`config.mk`:
```
export PLATFORM = sky130hd
export DESIGN_NAME = axi_master_port
export DESIGN_NICKNAME = d
export VERILOG_FILES = /design/src/rtl/axi_master_port_pkg.sv /design/src/rtl/axi_master_port_skid_buf.sv /design/src/rtl/axi_master_port.sv
export SDC_FILE = /design/constraint.sdc
export NUM_CORES = 1
export LEC_CHECK = 0
export CORE_ASPECT_RATIO = 0.9
export CORE_MARGIN = 1
export CORE_UTILIZATION = 25
export DETAILED_ROUTE_END_ITERATION = 16
export PLACE_DENSITY = 0.89
export SYNTH_ARGS = -nofsm -noshare
export SYNTH_HDL_FRONTEND = slang
export SYNTH_SLANG_ARGS = --single-unit
```
`constraint.sdc`:
```
create_clock -name clk -period 3.7 [get_ports clk]
set_input_delay 0.37 -clock clk [delete_from_list [all_inputs] [get_ports clk]]
set_output_delay 0.37 -clock clk [all_outputs]
set_load 0.005 [all_outputs]
```
`src/rtl/axi_master_port_pkg.sv`:
```
// Shared AXI master-port package: the bus ID width helper, the
// outstanding-count type and the count update rule used on both directions.
package axi_master_port_pkg;

    typedef logic [3:0] out_cnt_t;

    // Bus-side ID width: the master-local ID plus the master-index prefix.
    function automatic int bus_id_w(input int m_id, input int m_width);
        return m_id + m_width;
    endfunction

    // Next outstanding count. A simultaneous increment and decrement cancel.
    // A decrement at zero is an error and saturates at zero.
    function automatic out_cnt_t cnt_next(input out_cnt_t cnt, input logic inc, input logic dec);
        out_cnt_t res;
        res = cnt;
        if (inc && !dec) begin
            res = cnt + 4'd1;
        end else if (dec && !inc && (cnt != 4'd0)) begin
            res = cnt - 4'd1;
        end
        return res;
    endfunction

endpackage

```
`src/rtl/axi_master_port_skid_buf.sv`:
```
// Two-entry skid buffer (module axi_skid_buf) for one AW or AR address
// channel. The input ready is a flop and the output side is a FIFO head, so
// nothing on the input side depends combinationally on out_ready_i, and
// one transfer per cycle is sustained while the buffer holds one entry.
module axi_skid_buf #(
    parameter int DW = 34
) (
    input  logic          clk,
    input  logic          rstn,
    input  logic          in_valid_i,
    output logic          in_ready_o,
    input  logic [DW-1:0] in_data_i,
    output logic          out_valid_o,
    input  logic          out_ready_i,
    output logic [DW-1:0] out_data_o,
    output logic [1:0]    count_o
);

    logic [DW-1:0] mem_q [2];
    logic          wr_ptr_q;
    logic          rd_ptr_q;
    logic [1:0]    cnt_q;
    logic [1:0]    cnt_d;
    logic          ready_q;
    logic          push;
    logic          pop;

    assign push        = in_valid_i && ready_q;
    assign pop         = (cnt_q != 2'd0) && out_ready_i;
    assign in_ready_o  = ready_q;
    assign out_valid_o = (cnt_q != 2'd0);
    assign out_data_o  = mem_q[rd_ptr_q];
    assign count_o     = cnt_q;

    // Occupancy after this cycle's push/pop.
    always_comb begin
        cnt_d = cnt_q;
        case ({push, pop})
            2'b10:   cnt_d = cnt_q + 2'd1;
            2'b01:   cnt_d = cnt_q - 2'd1;
            default: cnt_d = cnt_q;
        endcase
    end

    // Storage, pointers and the registered ready; ready resets high so the
    // master-side ready does not toggle on the first edge after reset.
    always_ff @(posedge clk or negedge rstn) begin
        if (!rstn) begin
            mem_q[0] <= '0;
            mem_q[1] <= '0;
            wr_ptr_q <= 1'b0;
            rd_ptr_q <= 1'b0;
            cnt_q    <= 2'd0;
            ready_q  <= 1'b1;
        end else begin
            if (push) begin
                mem_q[wr_ptr_q] <= in_data_i;
                wr_ptr_q        <= ~wr_ptr_q;
            end
            if (pop) begin
                rd_ptr_q <= ~rd_ptr_q;
            end
            cnt_q   <= cnt_d;
            ready_q <= (cnt_d != 2'd2);
        end
    end

endmodule

```
`src/rtl/axi_master_port.sv`:
```
// AXI master port: prefixes AW/AR IDs with this port's index, strips the
// prefix from returned B/R IDs, and limits outstanding writes and reads to
// MAX_OUT each. B and R are pure combinational pass-through.
// Build option AXI_PORT_SKID_EN: adds a 2-entry skid buffer on AW and AR;
// without it AW/AR pass through combinationally.
module axi_master_port
    import axi_master_port_pkg::*;
#(
    parameter int M_ID       = 2,
    parameter int M_WIDTH    = 2,
    parameter int MASTER_IDX = 0,
    parameter int MAX_OUT    = 4
) (
    input  logic                                 clk,
    input  logic                                 rstn,
    input  logic [M_ID-1:0]                      m_aw_id,
    input  logic [31:0]                          m_aw_addr,
    input  logic                                 m_aw_valid,
    output logic                                 m_aw_ready,
    input  logic [M_ID-1:0]                      m_ar_id,
    input  logic [31:0]                          m_ar_addr,
    input  logic                                 m_ar_valid,
    output logic                                 m_ar_ready,
    output logic [bus_id_w(M_ID, M_WIDTH)-1:0]   bus_aw_id,
    output logic [31:0]                          bus_aw_addr,
    output logic                                 bus_aw_valid,
    input  logic                                 bus_aw_ready,
    output logic [bus_id_w(M_ID, M_WIDTH)-1:0]   bus_ar_id,
    output logic [31:0]                          bus_ar_addr,
    output logic                                 bus_ar_valid,
    input  logic                                 bus_ar_ready,
    input  logic [bus_id_w(M_ID, M_WIDTH)-1:0]   bus_b_id,
    input  logic                                 bus_b_valid,
    output logic                                 bus_b_ready,
    input  logic [bus_id_w(M_ID, M_WIDTH)-1:0]   bus_r_id,
    input  logic                                 bus_r_valid,
    output logic                                 bus_r_ready,
    input  logic                                 bus_r_last,
    output logic [M_ID-1:0]                      m_b_id,
    output logic                                 m_b_valid,
    input  logic                                 m_b_ready,
    output logic [M_ID-1:0]                      m_r_id,
    output logic                                 m_r_valid,
    input  logic                                 m_r_ready,
    output logic                                 m_r_last,
    output out_cnt_t                             wr_out_cnt,
    output out_cnt_t                             rd_out_cnt
);

    localparam int                BW      = bus_id_w(M_ID, M_WIDTH);
    localparam out_cnt_t          MAX_CNT = out_cnt_t'(MAX_OUT);
    localparam logic [M_WIDTH-1:0] PREFIX = M_WIDTH'(MASTER_IDX);

    out_cnt_t wr_cnt_q;
    out_cnt_t wr_cnt_d;
    out_cnt_t rd_cnt_q;
    out_cnt_t rd_cnt_d;
    logic     wr_free;
    logic     rd_free;
    logic     wr_inc;
    logic     wr_dec;
    logic     rd_inc;
    logic     rd_dec;

    // Returned channels: zero latency. Valids are held low during reset.
    assign m_b_valid   = rstn && bus_b_valid;
    assign bus_b_ready = m_b_ready;
    assign m_b_id      = bus_b_id[M_ID-1:0];
    assign m_r_valid   = rstn && bus_r_valid;
    assign bus_r_ready = m_r_ready;
    assign m_r_id      = bus_r_id[M_ID-1:0];
    assign m_r_last    = bus_r_last;

`ifdef AXI_PORT_SKID_EN
    logic [1:0]       aw_buf_cnt;
    logic [1:0]       ar_buf_cnt;
    logic             aw_in_ready;
    logic             ar_in_ready;
    logic [4:0]       wr_pend;
    logic [4:0]       rd_pend;
    logic [M_ID+31:0] aw_out_data;
    logic [M_ID+31:0] ar_out_data;

    // Buffered entries count as outstanding; all terms here are registers.
    assign wr_pend    = {1'b0, wr_cnt_q} + {3'b000, aw_buf_cnt};
    assign rd_pend    = {1'b0, rd_cnt_q} + {3'b000, ar_buf_cnt};
    assign wr_free    = (wr_pend < {1'b0, MAX_CNT});
    assign rd_free    = (rd_pend < {1'b0, MAX_CNT});
    assign m_aw_ready = rstn && aw_in_ready && wr_free;
    assign m_ar_ready = rstn && ar_in_ready && rd_free;

    axi_skid_buf #(.DW(M_ID + 32)) u_aw_skid (
        .clk         (clk),
        .rstn        (rstn),
        .in_valid_i  (m_aw_valid && wr_free),
        .in_ready_o  (aw_in_ready),
        .in_data_i   ({m_aw_id, m_aw_addr}),
        .out_valid_o (bus_aw_valid),
        .out_ready_i (bus_aw_ready),
        .out_data_o  (aw_out_data),
        .count_o     (aw_buf_cnt)
    );

    axi_skid_buf #(.DW(M_ID + 32)) u_ar_skid (
        .clk         (clk),
        .rstn        (rstn),
        .in_valid_i  (m_ar_valid && rd_free),
        .in_ready_o  (ar_in_ready),
        .in_data_i   ({m_ar_id, m_ar_addr}),
        .out_valid_o (bus_ar_valid),
        .out_ready_i (bus_ar_ready),
        .out_data_o  (ar_out_data),
        .count_o     (ar_buf_cnt)
    );

    assign bus_aw_id   = {PREFIX, aw_out_data[M_ID+31:32]};
    assign bus_aw_addr = aw_out_data[31:0];
    assign bus_ar_id   = {PREFIX, ar_out_data[M_ID+31:32]};
    assign bus_ar_addr = ar_out_data[31:0];
`else
    // Pass-through: a full count blocks both the bus valid and master ready.
    assign wr_free      = (wr_cnt_q < MAX_CNT);
    assign rd_free      = (rd_cnt_q < MAX_CNT);
    assign bus_aw_valid = rstn && m_aw_valid && wr_free;
    assign m_aw_ready   = rstn && bus_aw_ready && wr_free;
    assign bus_ar_valid = rstn && m_ar_valid && rd_free;
    assign m_ar_ready   = rstn && bus_ar_ready && rd_free;
    assign bus_aw_id    = {PREFIX, m_aw_id};
    assign bus_aw_addr  = m_aw_addr;
    assign bus_ar_id    = {PREFIX, m_ar_id};
    assign bus_ar_addr  = m_ar_addr;
`endif

    assign wr_inc = bus_aw_valid && bus_aw_ready;
    assign wr_dec = bus_b_valid && bus_b_ready;
    assign rd_inc = bus_ar_valid && bus_ar_ready;
    assign rd_dec = bus_r_valid && bus_r_ready && bus_r_last;

    assign wr_out_cnt = wr_cnt_q;
    assign rd_out_cnt = rd_cnt_q;

    // Next outstanding counts; only the last R beat retires a read.
    always_comb begin
        wr_cnt_d = cnt_next(wr_cnt_q, wr_inc, wr_dec);
        rd_cnt_d = cnt_next(rd_cnt_q, rd_inc, rd_dec);
    end

    // Outstanding counters; reset discards any in-flight bookkeeping.
    always_ff @(posedge clk or negedge rstn) begin
        if (!rstn) begin
            wr_cnt_q <= '0;
            rd_cnt_q <= '0;
        end else begin
            wr_cnt_q <= wr_cnt_d;
            rd_cnt_q <= rd_cnt_d;
        end
    end

    a_wr_cnt_max: assert property (@(posedge clk) disable iff (!rstn) wr_cnt_q <= MAX_CNT);
    a_rd_cnt_max: assert property (@(posedge clk) disable iff (!rstn) rd_cnt_q <= MAX_CNT);
    // Returned responses are already steered here, so they carry our prefix.
    a_b_prefix: assert property (@(posedge clk) disable iff (!rstn)
        bus_b_valid |-> (bus_b_id[BW-1:M_ID] == PREFIX));
    a_r_prefix: assert property (@(posedge clk) disable iff (!rstn)
        bus_r_valid |-> (bus_r_id[BW-1:M_ID] == PREFIX));

endmodule

```
# Word level (Yosys, flattened, before mapping)
# Index checks and enable logic that the tools add are counted.
[op_classes] n_lt_le_gt_ge=2 mux=4 addsub=4 n_reduce_logical=29
[op_table] operator="logical AND 1 bit" count=21
[op_table] operator="2-to-1 mux 4 bit" count=4
[op_table] operator="adder 4 x 1 -> 4 bit, second input constant" count=2
[op_table] operator="less-than comparator 4 x 3 -> 1 bit, second input constant" count=2
[op_table] operator="nonzero test 4 bit" count=2
[op_table] operator="subtractor 4 x 1 -> 4 bit, second input constant" count=2
[op_table] operator="logical NOT 1 bit" count=4
[op_table] operator="nonzero test 2 bit" count=2
[word_totals] output_inout_bits=93 input_bits=87 regBits=8

# Longest topological paths before layout
[logic_depth] depth_word=8 depth_mapped=8 ltp_nobuf=8

# Worst setup path after synthesis
# Ideal clock, no wire load.
[synth_path] path_type="reg-to-reg" start="register wr_cnt_q[2] (netlist: wr_out_cnt[2])" end="register wr_cnt_q[3] (netlist: wr_out_cnt[3])" t_arrival_ns=1.963 synth_period_minus_slack_ns=2.043 required_time_ns=3.620 setup_time_ns=0.080 stages_incl_launch_ff=9 setup_slack_ns=1.657 cell_sequence="dfrtp_1 -> and4bb_4 -> and3_4 -> inv_1 -> ha_1 -> a21o_1 -> a21oi_1 -> mux2i_1 -> xnor2_1"
[synth_between] elab_chain_cells=7 word_cells_on_any_way=13
[synth_lines] item="from (decl)" line_no="axi_master_port.sv:54" rtl="out_cnt_t wr_cnt_q;"
[synth_lines] item="from (signal assigned)" line_no="axi_master_port.sv:154" rtl="wr_cnt_q <= wr_cnt_d;"
[synth_lines] item="less-than comparator 4 x 3 -> 1 bit *" line_no="axi_master_port.sv:122" rtl="assign wr_free = (wr_cnt_q < MAX_CNT);"
[synth_lines] item="logical AND 1 bit *" line_no="axi_master_port.sv:124" rtl="assign bus_aw_valid = rstn && m_aw_valid && wr_free;"
[synth_lines] item="net bus_aw_valid" line_no="axi_master_port.sv:26" rtl="output logic bus_aw_valid,"
[synth_lines] item="logical AND 1 bit *" line_no="axi_master_port.sv:134" rtl="assign wr_inc = bus_aw_valid && bus_aw_ready;"
[synth_lines] item="logical NOT 1 bit" line_no="axi_master_port_pkg.sv:19" rtl="end else if (dec && !inc && (cnt != 4'd0)) begin"
[synth_lines] item="logical AND 1 bit (2 in a row)" line_no="axi_master_port_pkg.sv:19"
[synth_lines] item="nonzero test 2 bit (no source line)"
# The timed path passes the listed nets; every way through them passes the cells marked *. The select of a mux whose other input is x is not followed.
# A chain may end at the register's enable or synchronous reset.

# Final worst setup path
[layout_path] start="input port rstn" end="register wr_cnt_q[3] (netlist: wr_out_cnt[3])"
[layout_between] elab_chain_cells=7 word_cells_on_any_way=9
[layout_lines] item="from (decl)" line_no="axi_master_port.sv:15" rtl="input logic rstn,"
[layout_lines] item="logical AND 1 bit * (2 in a row)" line_no="axi_master_port.sv:124"
[layout_lines] item="logical AND 1 bit *" line_no="axi_master_port.sv:134"
[layout_lines] item="logical NOT 1 bit" line_no="axi_master_port_pkg.sv:19"
[layout_lines] item="logical AND 1 bit (2 in a row)" line_no="axi_master_port_pkg.sv:19"
[layout_lines] item="nonzero test 2 bit (no source line)"
# Every way passes the cells marked *; elsewhere a longest branch is shown, timed or not.

==> flow_metrics.env <==
export IMPL_cts_sinks=8
export IMPL_clk_latency_ps=220
export IMPL_antenna_found_initial=0
export IMPL_yosysSeqAreaShare_pct=16.7
export IMPL_yosys_top_cells_area="buf_4 49%, dfrtp_1 17%, mux2_4 5.0%, ha_1 4.2%, fa_1 3.3%"
export IMPL_postSynthCellCount=129
export IMPL_setup_violations=0
export IMPL_num_rows=23
export IMPL_p_comb_share_pct=53.4
export IMPL_vdd_drop_max_uv=112
export IMPL_hold_violations=0
export IMPL_io_buffers=27
export IMPL_path_max_fanout=9
export IMPL_synth_area_per_cell_um2=9.30
export IMPL_syn_area_um2=1200
export IMPL_area_delta_synth_final_pct=-15.4
export IMPL_wl_mm=1.68
export IMPL_period_minus_slack_ps=2500
export IMPL_pin_count=180
export IMPL_nFillCells=478
export IMPL_start_util_pct=26.6
export IMPL_fin_area_um2=1010
export IMPL_finalCritPeriodShare_pct=67.6
export IMPL_synth_top_cell_area_share_pct=49.4
export IMPL_leakagePower_nw=0.397
export IMPL_endpoint_kind="flip-flop"
export IMPL_internal_power_w=0.000448
export IMPL_post_cts_resized=0
export IMPL_overflow=0
export IMPL_rsz0062_at_grt="no"
export IMPL_clk_path_buf_depth=2
export IMPL_power_switching_w=0.000223
export IMPL_antenna_left=0
export IMPL_cts_made_buffers=3
export IMPL_drcViolationCount=0
export IMPL_async_flop_share_pct=100
export IMPL_dieArea_um2=5080
export IMPL_core_um2=4520
export IMPL_hpwl_mm=1.34
export IMPL_die_y_um=67.7
export IMPL_pwr_share_seq_pct=31.7
export IMPL_drive_above_1_share_pct=20.2
export IMPL_hold_buffers=0
export IMPL_ys_warn_count=0
export IMPL_path_class="in2reg"
export IMPL_grt_usage_pct=6.27
export IMPL_slew_viol_final=0
export IMPL_synth_seq_cells=8
export IMPL_place_gp_congestion=0.757
export IMPL_htreeDepth=1
export IMPL_vias_per_cell=3.85
export IMPL_die_w_um=75.0
export IMPL_hold_ws_ps=424
export IMPL_nets=179
export IMPL_synth_edf_count=0
export IMPL_status="completed"
export IMPL_post_cts_setup_buffers=0
export IMPL_maxCapViolations=0
export IMPL_cts_root_buffer="clkbuf_8"
export IMPL_grt_max_degree=10
export IMPL_routedWlPerCell_um=11.5
export IMPL_drt_first_pass_iters=2
export IMPL_vias=562
export IMPL_ys_flop_type="dfrtp_1"
export IMPL_dpl_instance_area_um2=973
export IMPL_yosysTopAreaCell="buf_4"
export IMPL_p_sw_share_pct=33.2
export IMPL_dp_cells=143
export IMPL_synthTopCellsByCount="79 x buf_4, 8 x dfrtp_1, 4 x ha_1, 4 x mux2_4, 4 x xnor2_1"
export IMPL_synth_most_common_cell="buf_4"
export IMPL_pwr_share_clk_pct=15.0
export IMPL_required_ps=3840
export IMPL_fmax_mhz=400
export IMPL_final_cell_count_no_fill=146
export IMPL_skew_ps=0.235
export IMPL_first_global_vias=558
export IMPL_cts_tree="done"
export IMPL_fin_setup_tns_ps=0
export IMPL_start_kind="input pin"
export IMPL_antenna_cells=0
export IMPL_worst_ep_arrival_time_ps=2640
export IMPL_worst_hold_path_type="in2async"
export IMPL_clkTransAtPathRegs_ps=40
export IMPL_drtIter0Drc=16
export IMPL_yosysUniqueCellTypes=22
export IMPL_grt_pass1_wl_mm=2.39
export IMPL_power_density_nw_per_um2=661
-- cell type report --
class / count / area, µm² / share of cell area, %
inverter: 2 / 7.51 / 0.740
tap: 62 / 77.6 / 7.64
clock buffer: 3 / 41.3 / 4.07
multi-input combinational: 43 / 410 / 40.4
sequential: 8 / 200 / 19.7
timing repair buffer: 28 / 278 / 27.4
-- state kept, by name (all words and copies together), names as in the netlist --
name and flops:
wr_out_cnt 4, rd_out_cnt 4
-- stage by stage --
step	util [%]	total power [W]	setup slack [ps]
finish	22.5	0.000671	1200
global route	22.5	0.000725	1010
CTS	22.5	0.000677	1160
detailed placement	21.5	0.000574	951
global placement	21.5	0.000557	969
floorplan	-	0.000473	1660
-- critical path: stages --
cell and delay (ps):
clkdlybuf4s50_1 670, and4bb_4 300, and3_4 200, inv_1 80, ha_1 280, a21o_1 170, a21oi_1 200, mux2i_1 240
xnor2_1 130
-- final timing paths --
| check | start | end | slack [ps] | cells after the start |
|---|---|---|---|---|
| worst max-delay path | rstn | wr_out_cnt[3] | 1200 | 9 |
| worst min-delay path | rstn | wr_out_cnt[3] | 420 | 1 |
| worst max register to register | rd_out_cnt[2] | rd_out_cnt[3] | 1510 | 8 |
| worst min register to register | wr_out_cnt[3] | wr_out_cnt[3] | 540 | 1 |
| max in group asynchronous | rstn | rd_out_cnt[0] | 2880 | 2 |
| min in group clk | wr_out_cnt[3] | wr_out_cnt[3] | 540 | 1 |
-- cells by family (layout without fill, tap and decap cells) --
| logic type | count (synthesis) | after routing | synth area share, % |
|---|---|---|---|
| flops | 8 | 8 | 16.7 |
| other cells | 1 | 4 | 0.313 |
| fa+ha+maj | 6 | 6 | 7.51 |
| buf+inv | 81 | 33 | 50.1 |
| mux | 6 | 6 | 6.67 |
| xor+xnor | 6 | 6 | 4.38 |
| simple gates | 15 | 15 | 10.2 |
| compound gates | 6 | 6 | 4.17 |
-- layout by cell type (no fill, tap or decap) --
master,n
a21oi_1,2
nor2_2,2
xor2_1,2
mux2i_1,2
clkdlybuf4s50_1,27
and4bb_2,1
mux2_4,4
conb_1,4
and2_1,2
inv_1,2
buf_4,1
ha_1,4
and4bb_4,2
a211oi_2,2
nand3_1,1
nand2_1,2
fa_1,2
nor4_1,2
xnor2_1,4
nor3_1,1
a21o_1,2
dfrtp_1,8
and3_4,2
clkbuf_8,3
-- power by group through the flow --
stage,combinational (W),clock [W],sequential [W]
6_report,0.000358,0.000100,0.000212
3_5_place_dp,0.000358,0,0.000215
2_1_floorplan,0.000273,0,0.000200
5_1_grt,0.000395,0.000108,0.000222
3_3_place_gp,0.000346,0,0.000211
4_1_cts,0.000360,0.000103,0.000214
-- per-layer routing --
metal  global-route usage [%]  share of wire [%]  vias up
met5                        0                  0        -
met4                     6.37                3.0        0
li1                         -                  -      244
met3                     2.54                 12        8
met2                     10.1                 48       38
met1                     5.90                 37      272
Power figures use the tool's default switching activity.
==> edit: new RTL, same flow settings <==
Change the parameter `M_WIDTH` from 2 to 3.
--- a/src/rtl/axi_master_port.sv
+++ b/src/rtl/axi_master_port.sv
@@ -7,7 +7,7 @@
     import axi_master_port_pkg::*;
 #(
     parameter int M_ID       = 2,
-    parameter int M_WIDTH    = 2,
+    parameter int M_WIDTH    = 3,
     parameter int MASTER_IDX = 0,
     parameter int MAX_OUT    = 4
 ) (
Ports: changed (resized bus_ar_id, bus_aw_id, bus_b_id and bus_r_id); port bits go from 180 to 184. No check against the original RTL was run, so the function may have changed too.
==> edit against the unedited design <==
Total power down 0.65%; cell count rose by 1.4%; count of clock-buffer cells in the layout unchanged; die area rose by 1.2%; wire length rose by 14%; sequential cell count unchanged; final area is 0.74% higher; worst setup slack gained 0.0069 ns; clock skew about the same; synthesized area is 1.3% higher; critical endpoint unchanged.
==> edit: results (changes against the unedited design) <==
[status]
status = finished, final reports clean

[finish]
multi_input_cells = 45  ; +4.7%
n_antenna_cell = 0  ; unchanged
nFillCells = 518  ; +8.4%
multi_input_area_um2 = 417.9  ; +1.8%
seq_share = 0.1958  ; -0.001449
final-nonclk-buf-share = 0.2717  ; -0.002011
drive_gt1_frac = 0.1977  ; -0.004707
fin_nets = 183  ; +2.2%
clk_share = 0.04039  ; -0.0002989
fin_cells = 148  ; +1.4%
multi_input_area_share = 0.4088  ; +0.004372

[yosys]
syn_area_per_cell_um2 = 9.274  ; -0.29%
synth_cell_type_count = 22  ; unchanged
yosys-top-cells-area = buf_4 (50%), dfrtp_1 (16%), mux2_4 (4.9%), ha_1 (4.1%), fa_1 (3.3%)
synthMuxAreaShare = 0.06591  ; -0.0008248
synthAdderAreaFrac = 0.07415  ; -0.0009278
synth_xor_area_frac = 0.04325  ; -0.0005412
seq_area_frac_synth = 0.1648  ; -0.002062
synth_common_cells = buf_4 (81), dfrtp_1 (8), ha_1 (4), mux2_4 (4), xnor2_1 (4)
synth-compound-area-share = 0.04119  ; -0.0005155

[pwr]
total_power_mw = 0.6663  ; -0.65%
power.internal_mw = 0.4465  ; -0.29%
pg_clk_mw = 0.0996
irDropWorstVdd_mv = 0.1114  ; -0.91%
leakagePower_nw = 0.4033  ; +1.6%

[grt]
grt_util_all_layers = 0.07714  ; +0.01446
met2_usage = 0.1060  ; +0.004675
grt_pass1_wl_um = 2808  ; +17%
gr-usage-met3 = 0.02356  ; -0.001809
grt_use_met1 = 0.07781  ; +0.01883
grt_pass1_vias = 600  ; +7.5%

[drt]
dr.pass1.iters = 4  ; +2
dr_wl_met3_um = 273  ; +39%
wire_per_inst_um = 12.98  ; +13%
wl_met1_um = 628  ; +0.64%
route.met2.wl_um = 837  ; +3.5%
avgViaCountPerCell = 4.095  ; +6.4%
drc_errors = 0  ; unchanged
drtIter0Drc = 36  ; +20

[place]
dpl_cell_area_um2 = 980.9  ; +0.77%
hpwl_um = 1599  ; +19%
place_ws_ns = 0.9351  ; -0.01543 ns
gp_congestion = 0.7033  ; -7.1%
portBuffers = 27  ; unchanged

[clock_tree]
insertion_delay_ns = 0.22  ; about the same
htreeDepth = 1  ; unchanged

[critical_path]
max_stage_delay_ns = 0.69  ; +0.02 ns

[timing]
finClkSkew_ns = 0.0001709  ; -0.00006414 ns

## edit: cell count changes in the layout (fill, tap and decap cells not counted), sizes merged
cell / unedited run / this run
conb: 4 / 6
## edit: final timing paths
kind	from	end	slack, ns
worst min-delay path	rstn	rd_out_cnt[3]	0.44
worst min register to register	rd_out_cnt[3]	rd_out_cnt[3]	0.54
worst max-delay path	rstn	wr_out_cnt[3]	1.21
max in group asynchronous	rstn	wr_out_cnt[0]	2.85
min in group clk	rd_out_cnt[3]	rd_out_cnt[3]	0.54
worst max register to register	wr_out_cnt[2]	wr_out_cnt[3]	1.55
## edit: critical path, delay by kind of cell
| family | cells | cell delay (ns) |
|---|---|---|
| XOR/XNOR | 1 | 0.13 |
| adder cells (fa/ha/maj) | 1 | 0.27 |
| multiplexers | 1 | 0.24 |
| AO/OA/AOI/OAI | 2 | 0.34 |
| buffers and inverters | 2 | 0.76 |
| AND/OR/NAND/NOR | 2 | 0.51 |
